**src/rtl/cpu_sequencer_if.sv**
```systemverilog
// Instruction-fetch bus between the sequencer (master) and instruction memory (slave).
// The master holds mem_req and mem_addr stable until the slave returns mem_ack
// together with the fetched word on mem_rdata.
interface cpu_sequencer_if #(
    parameter int WORD_SIZE = 16
);
    logic                 mem_req;
    logic [WORD_SIZE-1:0] mem_addr;
    logic [WORD_SIZE-1:0] mem_rdata;
    logic                 mem_ack;

    modport master (
        output mem_req,
        output mem_addr,
        input  mem_rdata,
        input  mem_ack
    );

    modport slave (
        input  mem_req,
        input  mem_addr,
        output mem_rdata,
        output mem_ack
    );
endinterface

```
**src/rtl/cpu_sequencer.sv**
```systemverilog
// Fetch/decode/execute control FSM for the 16-bit CPU core.
// One instruction in flight: FETCH -> DECODE -> (ALU ->) (WB ->) FETCH, or HALT.
// The instruction register feeds an external decoder; the decoded fields come back
// as opcode/isaluop/bigval and are consumed in DECODE, one cycle after the fetch.
module cpu_sequencer #(
    parameter int                WORD_SIZE = 16,
    parameter int                NIB_SIZE  = 4,
    parameter int                BYTE_SIZE = 8,
    parameter logic [WORD_SIZE-1:0] RESET_PC = '0
) (
    input  logic                 clk,
    input  logic                 rst_n,
    cpu_sequencer_if.master      mem,
    output logic [WORD_SIZE-1:0] instr,
    input  logic [NIB_SIZE-1:0]  opcode,
    input  logic                 isaluop,
    input  logic [BYTE_SIZE-1:0] bigval,
    input  logic                 reg1_zero,
    output logic                 alu_start,
    input  logic                 alu_done,
    output logic                 reg_we,
    output logic                 wb_sel,
    output logic [WORD_SIZE-1:0] pc,
    output logic                 halted,
    input  logic                 run
);

    typedef enum logic [2:0] {
        ST_FETCH,
        ST_DECODE,
        ST_ALU,
        ST_WB,
        ST_HALT
    } state_t;

    localparam logic [NIB_SIZE-1:0] OP_LDI  = NIB_SIZE'(8);
    localparam logic [NIB_SIZE-1:0] OP_JMP  = NIB_SIZE'(9);
    localparam logic [NIB_SIZE-1:0] OP_BZ   = NIB_SIZE'(10);
    localparam logic [NIB_SIZE-1:0] OP_BNZ  = NIB_SIZE'(11);
    localparam logic [NIB_SIZE-1:0] OP_HALT = NIB_SIZE'(15);

    state_t               state_reg, state_next;
    logic [WORD_SIZE-1:0] pc_reg, pc_next;
    logic [WORD_SIZE-1:0] instr_reg, instr_next;
    logic                 wb_sel_reg, wb_sel_next;
    // Set once the ALU has been started, so alu_start fires only on the first ALU cycle.
    logic                 alu_wait_reg, alu_wait_next;
    // Cleared by reset so no request (and no ack) is honoured in the first cycle after release.
    logic                 fetch_armed_reg;

    logic                 fetch_req;
    logic                 alu_start_c;
    logic                 reg_we_c;
    logic                 wb_sel_c;
    logic                 halted_c;

    logic [WORD_SIZE-1:0] bigval_sext;
    logic [WORD_SIZE-1:0] bigval_zext;

    assign bigval_sext = {{(WORD_SIZE-BYTE_SIZE){bigval[BYTE_SIZE-1]}}, bigval};
    assign bigval_zext = {{(WORD_SIZE-BYTE_SIZE){1'b0}}, bigval};

    // State and datapath registers; reset drops any fetch or ALU wait in progress.
    always_ff @(posedge clk or negedge rst_n) begin
        if (!rst_n) begin
            state_reg       <= ST_FETCH;
            pc_reg          <= RESET_PC;
            instr_reg       <= '0;
            wb_sel_reg      <= 1'b0;
            alu_wait_reg    <= 1'b0;
            fetch_armed_reg <= 1'b0;
        end else begin
            state_reg       <= state_next;
            pc_reg          <= pc_next;
            instr_reg       <= instr_next;
            wb_sel_reg      <= wb_sel_next;
            alu_wait_reg    <= alu_wait_next;
            fetch_armed_reg <= 1'b1;
        end
    end

    // Next-state, PC update and per-state strobes; every output defaults to 0.
    always_comb begin
        state_next    = state_reg;
        pc_next       = pc_reg;
        instr_next    = instr_reg;
        wb_sel_next   = wb_sel_reg;
        alu_wait_next = 1'b0;
        fetch_req     = 1'b0;
        alu_start_c   = 1'b0;
        reg_we_c      = 1'b0;
        wb_sel_c      = 1'b0;
        halted_c      = 1'b0;

        case (state_reg)
            ST_FETCH: begin
                fetch_req = fetch_armed_reg;
                if (fetch_armed_reg && mem.mem_ack) begin
                    instr_next = mem.mem_rdata;
                    pc_next    = pc_reg + WORD_SIZE'(1);
                    state_next = ST_DECODE;
                end
            end
            ST_DECODE: begin
                if (isaluop) begin
                    state_next = ST_ALU;
                end else begin
                    state_next = ST_FETCH;
                    case (opcode)
                        OP_LDI: begin
                            wb_sel_next = 1'b1;
                            state_next  = ST_WB;
                        end
                        OP_JMP:  pc_next = bigval_zext;
                        // pc already points past the branch, so the offset is relative to pc+1.
                        OP_BZ:   if (reg1_zero)  pc_next = pc_reg + bigval_sext;
                        OP_BNZ:  if (!reg1_zero) pc_next = pc_reg + bigval_sext;
                        OP_HALT: state_next = ST_HALT;
                        default: ;
                    endcase
                end
            end
            ST_ALU: begin
                alu_start_c = !alu_wait_reg;
                if (alu_done) begin
                    wb_sel_next = 1'b0;
                    state_next  = ST_WB;
                end else begin
                    alu_wait_next = 1'b1;
                end
            end
            ST_WB: begin
                reg_we_c   = 1'b1;
                wb_sel_c   = wb_sel_reg;
                state_next = ST_FETCH;
            end
            ST_HALT: begin
                halted_c = 1'b1;
                if (run) state_next = ST_FETCH;
            end
            default: state_next = ST_FETCH;
        endcase
    end

    assign mem.mem_req  = fetch_req;
    assign mem.mem_addr = pc_reg;
    assign instr        = instr_reg;
    assign pc           = pc_reg;
    assign alu_start    = alu_start_c;
    assign reg_we       = reg_we_c;
    assign wb_sel       = wb_sel_c;
    assign halted       = halted_c;

endmodule

```
**src/flat_wrapper.sv**
```systemverilog
// flat-port wrapper written by rule: the top's interface ports become plain ports
module cpu_sequencer_flat 
#(
    parameter int                WORD_SIZE = 16,
    parameter int                NIB_SIZE  = 4,
    parameter int                BYTE_SIZE = 8,
    parameter logic [WORD_SIZE-1:0] RESET_PC = '0
)
  (clk, rst_n, instr, opcode, isaluop, bigval, reg1_zero, alu_start, alu_done, reg_we, wb_sel, pc, halted, run, mem_mem_req, mem_mem_addr, mem_mem_rdata, mem_mem_ack);
  cpu_sequencer_if #(.WORD_SIZE(WORD_SIZE)) mem_i ();
  input  logic clk;
  input  logic rst_n;
  output logic [WORD_SIZE-1:0] instr;
  input  logic [NIB_SIZE-1:0] opcode;
  input  logic isaluop;
  input  logic [BYTE_SIZE-1:0] bigval;
  input  logic reg1_zero;
  output logic alu_start;
  input  logic alu_done;
  output logic reg_we;
  output logic wb_sel;
  output logic [WORD_SIZE-1:0] pc;
  output logic halted;
  input  logic run;
  output wire logic [$bits(mem_i.mem_req)-1:0] mem_mem_req;
  output wire logic [$bits(mem_i.mem_addr)-1:0] mem_mem_addr;
  input wire logic [$bits(mem_i.mem_rdata)-1:0] mem_mem_rdata;
  input wire logic [$bits(mem_i.mem_ack)-1:0] mem_mem_ack;
  assign mem_mem_req = mem_i.mem_req;
  assign mem_mem_addr = mem_i.mem_addr;
  assign mem_i.mem_rdata = mem_mem_rdata;
  assign mem_i.mem_ack = mem_mem_ack;
  cpu_sequencer #(.WORD_SIZE(WORD_SIZE), .NIB_SIZE(NIB_SIZE), .BYTE_SIZE(BYTE_SIZE), .RESET_PC(RESET_PC)) u_core (.clk(clk), .rst_n(rst_n), .mem(mem_i), .instr(instr), .opcode(opcode), .isaluop(isaluop), .bigval(bigval), .reg1_zero(reg1_zero), .alu_start(alu_start), .alu_done(alu_done), .reg_we(reg_we), .wb_sel(wb_sel), .pc(pc), .halted(halted), .run(run));
endmodule
```
**config.mk**
```make
export PLATFORM = sky130hd
export DESIGN_NAME = cpu_sequencer_flat
export DESIGN_NICKNAME = d
export VERILOG_FILES = /design/src/rtl/cpu_sequencer_if.sv /design/src/rtl/cpu_sequencer.sv /design/src/flat_wrapper.sv
export SDC_FILE = /design/constraint.sdc
export NUM_CORES = 1
export LEC_CHECK = 0
export ABC_AREA = 1
export CORE_MARGIN = 2
export CORE_UTILIZATION = 43
export DETAILED_ROUTE_END_ITERATION = 6
export PLACE_DENSITY = 0.83
export SYNTH_ARGS = -nofsm -noshare
export SYNTH_HDL_FRONTEND = slang
export SYNTH_SLANG_ARGS = --single-unit
```
**constraint.sdc**
```tcl
create_clock -name clk -period 3.2 [get_ports clk]
set_input_delay 0.64 -clock clk [delete_from_list [all_inputs] [get_ports clk]]
set_output_delay 0.64 -clock clk [all_outputs]
set_load 0.02 [all_outputs]
```
==> impl_metrics.prom <==
# TYPE chip_impl_metric gauge
chip_impl_metric{name="initial_utilization",unit="%"} 44.1
chip_impl_metric{name="syn_avg_cell_area",unit="um2"} 6.37
chip_impl_info{name="worst_path_dominant_cell_family",value="buffers and inverters"} 1
chip_impl_metric{name="final_min_period_over_clock_period",unit="%"} 75.5
chip_impl_metric{name="power.ir.vdd_worst",unit="mV"} 0.572
chip_impl_metric{name="finalWorstSetupSlack",unit="ns"} 0.784
chip_impl_info{name="critical_path.endpoint_type",value="register"} 1
chip_impl_metric{name="grt_first_pass_wirelength",unit="mm"} 14.4
chip_impl_metric{name="timing_worst_slew_pin_value",unit="ns"} 0.845
chip_impl_metric{name="cell_internal_power",unit="mW"} 2.08
chip_impl_metric{name="largest_net_degree_at_the_start_of_global_routing",unit=""} 39
chip_impl_metric{name="setup_total_negative_slack",unit="ns"} 0
chip_impl_metric{name="antenna_found_initial",unit=""} 0
chip_impl_metric{name="detail-route-antenna-nets",unit=""} 0
chip_impl_metric{name="timing.final.crit_period",unit="ns"} 2.42
chip_impl_info{name="most-common-layout-cells",value="sky130_fd_sc_hd__nand2_1, sky130_fd_sc_hd__clkdlybuf4s50_1, sky130_fd_sc_hd__nor2_1, sky130_fd_sc_hd__inv_1, sky130_fd_sc_hd__dfrtp_1"} 1
chip_impl_metric{name="detail_routed_via_count_per_cell",unit=""} 5.09
chip_impl_metric{name="gp_routability_congestion",unit=""} 0.886
chip_impl_info{name="slowest_stage",value="sky130_fd_sc_hd__clkdlybuf4s50_1"} 1
chip_impl_metric{name="ys_async_sr_fraction",unit="%"} 100
chip_impl_info{name="tritoncts",value="built"} 1
chip_impl_metric{name="fin_skew",unit="ns"} 0.00945
chip_impl_metric{name="tritoncts.num_buffers",unit=""} 5
chip_impl_metric{name="vias",unit=""} 3403
chip_impl_metric{name="ys_seq_elements",unit=""} 38
chip_impl_metric{name="synth.lib_cells_used.distinct",unit=""} 37
chip_impl_info{name="grt_setup_unrepaired",value="no"} 1
chip_impl_info{name="clock-root-buffer",value="sky130_fd_sc_hd__clkbuf_8"} 1
chip_impl_info{name="worst-setup-path-type",value="input pin to register"} 1
chip_impl_metric{name="p_leak",unit="nW"} 2.08
chip_impl_info{name="cp_cell_sequence",value="clkdlybuf4s50_1, ha_1, nand2_1, inv_1, nand2_1, nand2_1, a21oi_1, nand2_1, nand2_1, nand3_1, a21oi_1"} 1
chip_impl_metric{name="synth-edff-count",unit=""} 0
chip_impl_metric{name="antenna-diode-count",unit=""} 0
chip_impl_metric{name="route.final.wire_length",unit="mm"} 8.49
chip_impl_metric{name="p_clk_share",unit="%"} 12.3
chip_impl_metric{name="aggregate_global_routing_overflow",unit=""} 0
chip_impl_metric{name="switching_share",unit="%"} 48.5
chip_impl_metric{name="worst_slew_margin_rel",unit="%"} 43.7
chip_impl_info{name="most_used_flip_flop_cell_after_synthesis",value="sky130_fd_sc_hd__dfrtp_1"} 1
chip_impl_info{name="crit_top_cell",value="sky130_fd_sc_hd__nand2_1"} 1
chip_impl_metric{name="arrival",unit="ns"} 2.63
chip_impl_metric{name="number_of_violations_reported_at_the_end_of_detailed_routing_iteration_0",unit=""} 188
chip_impl_metric{name="number_of_global_route_vias_before_repair",unit=""} 3159
chip_impl_metric{name="yosys_warning_total",unit=""} 0
chip_impl_metric{name="post-place-cells",unit=""} 661
chip_impl_metric{name="drt_drc_violations_left",unit=""} 0
chip_impl_metric{name="ys_seq_area_share",unit="%"} 30.0
chip_impl_metric{name="cp_num_cells",unit=""} 11
chip_impl_metric{name="grt_util_all_layers",unit="%"} 21.4
chip_impl_metric{name="seq_power_share",unit="%"} 24.6
chip_impl_metric{name="p_switching",unit="mW"} 1.96
chip_impl_metric{name="maxCapViolCount",unit=""} 0
chip_impl_metric{name="ctsHoldBuffers",unit=""} 0
chip_impl_metric{name="flow.area_growth_from_synthesis",unit="%"} 30.5
chip_impl_metric{name="clockBufferDepth",unit=""} 2
chip_impl_info{name="outcome",value="completed"} 1
chip_impl_metric{name="cts_htree_levels",unit=""} 2
chip_impl_metric{name="layoutNonFillerInstCount",unit=""} 669
chip_impl_metric{name="hold_viol_final",unit=""} 0
chip_impl_metric{name="worst-endpoint-required",unit="ns"} 3.41
chip_impl_metric{name="worst-path-max-fanout",unit=""} 10
chip_impl_metric{name="boundaryPins",unit=""} 88
chip_impl_metric{name="die_y",unit="um"} 89.8
chip_impl_metric{name="path_clk_slew",unit="ns"} 0.09
chip_impl_metric{name="cts_setup_buffers",unit=""} 0
chip_impl_metric{name="syn_inst",unit=""} 497
chip_impl_metric{name="wl_per_cell",unit="um"} 12.7
chip_impl_metric{name="clk-insertion-delay-late",unit="ns"} 0.30
chip_impl_metric{name="timing.final.setup_violations",unit=""} 0
chip_impl_metric{name="cp_slowest_stage_delay",unit="ns"} 0.73
chip_impl_metric{name="comb_power_share",unit="%"} 63.2
chip_impl_metric{name="port-buffer-count",unit=""} 87
chip_impl_metric{name="half_perimeter_wire_length_of_the_detailed_placement_result",unit="mm"} 6.56
chip_impl_metric{name="core",unit="um2"} 7180
chip_impl_metric{name="power_density",unit="nW/um2"} 977
chip_impl_info{name="dr.max_layer_used",value="met4"} 1
chip_impl_metric{name="pre_cts_ws",unit="ns"} 0.496
chip_impl_metric{name="routed_length_on_met3",unit="um"} 388
chip_impl_metric{name="mappedNetlistNets",unit=""} 549
chip_impl_metric{name="floorplan.die_area",unit="um2"} 8070
chip_impl_metric{name="finish.utilization",unit="%"} 57.6
chip_impl_metric{name="post_synth_instance_area",unit="um2"} 3170
chip_impl_metric{name="fp-row-count",unit=""} 31
chip_impl_info{name="timing.hold.worst.class",value="input pin to async pin"} 1
chip_impl_info{name="critPathLaunchType",value="input pin"} 1
chip_impl_metric{name="cts_sinks",unit=""} 38
chip_impl_metric{name="rr_worst_depth",unit=""} 11
chip_impl_metric{name="dr.pass1.iters",unit=""} 5
chip_impl_metric{name="post_cts.resized_instances",unit=""} 0
chip_impl_metric{name="final_net_count",unit=""} 621
chip_impl_metric{name="die_w",unit="um"} 89.8
chip_impl_metric{name="cp_num_buf_inv",unit=""} 2
chip_impl_metric{name="drive_above_1_share",unit="%"} 4.91
chip_impl_metric{name="fmax",unit="MHz"} 414
chip_impl_metric{name="timing_max_transition_violations_final",unit=""} 0
chip_impl_metric{name="m1WireLength",unit="mm"} 3.69
chip_impl_metric{name="met2_wirelength",unit="mm"} 4.31
chip_impl_info{name="layout.cells.most_common",value="sky130_fd_sc_hd__nand2_1"} 1
cell usage after synthesis (2+ instances only):
library cell | number | area (um2)
sky130_fd_sc_hd__nand4_1 | 6 | 37.5
sky130_fd_sc_hd__inv_2 | 7 | 26.3
sky130_fd_sc_hd__inv_1 | 58 | 218
sky130_fd_sc_hd__a31oi_1 | 4 | 25.0
sky130_fd_sc_hd__nor2_2 | 3 | 18.8
sky130_fd_sc_hd__o21ai_1 | 4 | 20.0
sky130_fd_sc_hd__buf_2 | 5 | 25.0
sky130_fd_sc_hd__o211ai_1 | 2 | 15.0
sky130_fd_sc_hd__nor3_1 | 5 | 25.0
sky130_fd_sc_hd__buf_6 | 2 | 22.5
sky130_fd_sc_hd__nor2_1 | 60 | 225
sky130_fd_sc_hd__nand3b_1 | 6 | 45.0
sky130_fd_sc_hd__o21bai_1 | 2 | 15.0
sky130_fd_sc_hd__nand2_1 | 168 | 631
sky130_fd_sc_hd__o21a_1 | 2 | 15.0
sky130_fd_sc_hd__dfrtp_1 | 38 | 951
sky130_fd_sc_hd__o21ai_0 | 16 | 80.1
sky130_fd_sc_hd__ha_1 | 16 | 200
sky130_fd_sc_hd__nand2_2 | 2 | 12.5
sky130_fd_sc_hd__a21oi_1 | 31 | 155
sky130_fd_sc_hd__buf_4 | 16 | 120
sky130_fd_sc_hd__nand3_1 | 29 | 145
power groups by stage:
stage / logic, mW / registers (mW) / clock network (mW)
after global routing: 2.83 / 1.03 / 0.522
after CTS: 2.55 / 0.992 / 0.503
after global placement: 2.47 / 0.989 / 0
after detailed placement: 2.54 / 0.999 / 0
after floorplan: 1.50 / 1.17 / 0
final: 2.55 / 0.993 / 0.495
cells by family (layout without fill, tap and decap cells):
logic type	Yosys count	count (layout)	synth area share, %
AOI/OAI and AO/OA	63	63	10.7
other	1	1	0.118
xor gates and xnor gates	2	2	0.553
buffers and inverters	89	162	13.2
and+or+nand+nor	287	287	38.5
adders and majority gates	17	17	6.95
DFF	38	38	30.0
final timing paths:
path                                                    startpoint                                   to  slack, ns
worst max-delay path                                     bigval[7]  u_core.mem.mem_addr[15]$_DFFE_PN0P_       0.78
worst min-delay path                                         rst_n         u_core.instr[11]$_DFFE_PN0P_       0.45
worst max register to register  u_core.mem.mem_addr[0]$_DFFE_PN0P_  u_core.mem.mem_addr[10]$_DFFE_PN0P_       1.10
worst min register to register         u_core.instr[6]$_DFFE_PN0P_          u_core.instr[6]$_DFFE_PN0P_       0.47
max in group asynchronous                                    rst_n          u_core.instr[5]$_DFFE_PN0P_       2.22
min in group clk                       u_core.instr[6]$_DFFE_PN0P_          u_core.instr[6]$_DFFE_PN0P_       0.47
area by class of cell:
class | count | area (um2)
fill | 652 | 3040
timing repair buffer | 88 | 873
clock buffer | 5 | 68.8
tap | 99 | 124
inverter | 66 | 250
sequential | 38 | 951
clock inverter | 3 | 68.8
multi-input combinational | 370 | 1800
per-stage QoR:
step | hold slack [ns] | total power, mW | instance area [um2]
floorplan | 0.344 | 2.67 | 3170
global placement | 0.454 | 3.46 | 4000
detailed placement | 0.458 | 3.54 | 4000
CTS | 0.478 | 4.04 | 4140
global route | 0.499 | 4.39 | 4140
finish | 0.455 | 4.04 | 4140
worst reg2reg max path: cells and delay by family, from the launching register on:
family / cells / cell delay (ns)
fa+ha+maj: 2 / 0.67
compound gates: 1 / 0.16
simple gates: 8 / 0.73
flops: 1 / 0.47
routing by layer:
| layer | track usage (%) | up-vias |
|---|---|---|
| li1 | - | 1703 |
| met1 | 27.3 | 1576 |
| met2 | 38.6 | 113 |
| met3 | 2.77 | 11 |
| met4 | 4.87 | 0 |
| met5 | 0 | - |
Power figures use the tool's default switching activity.
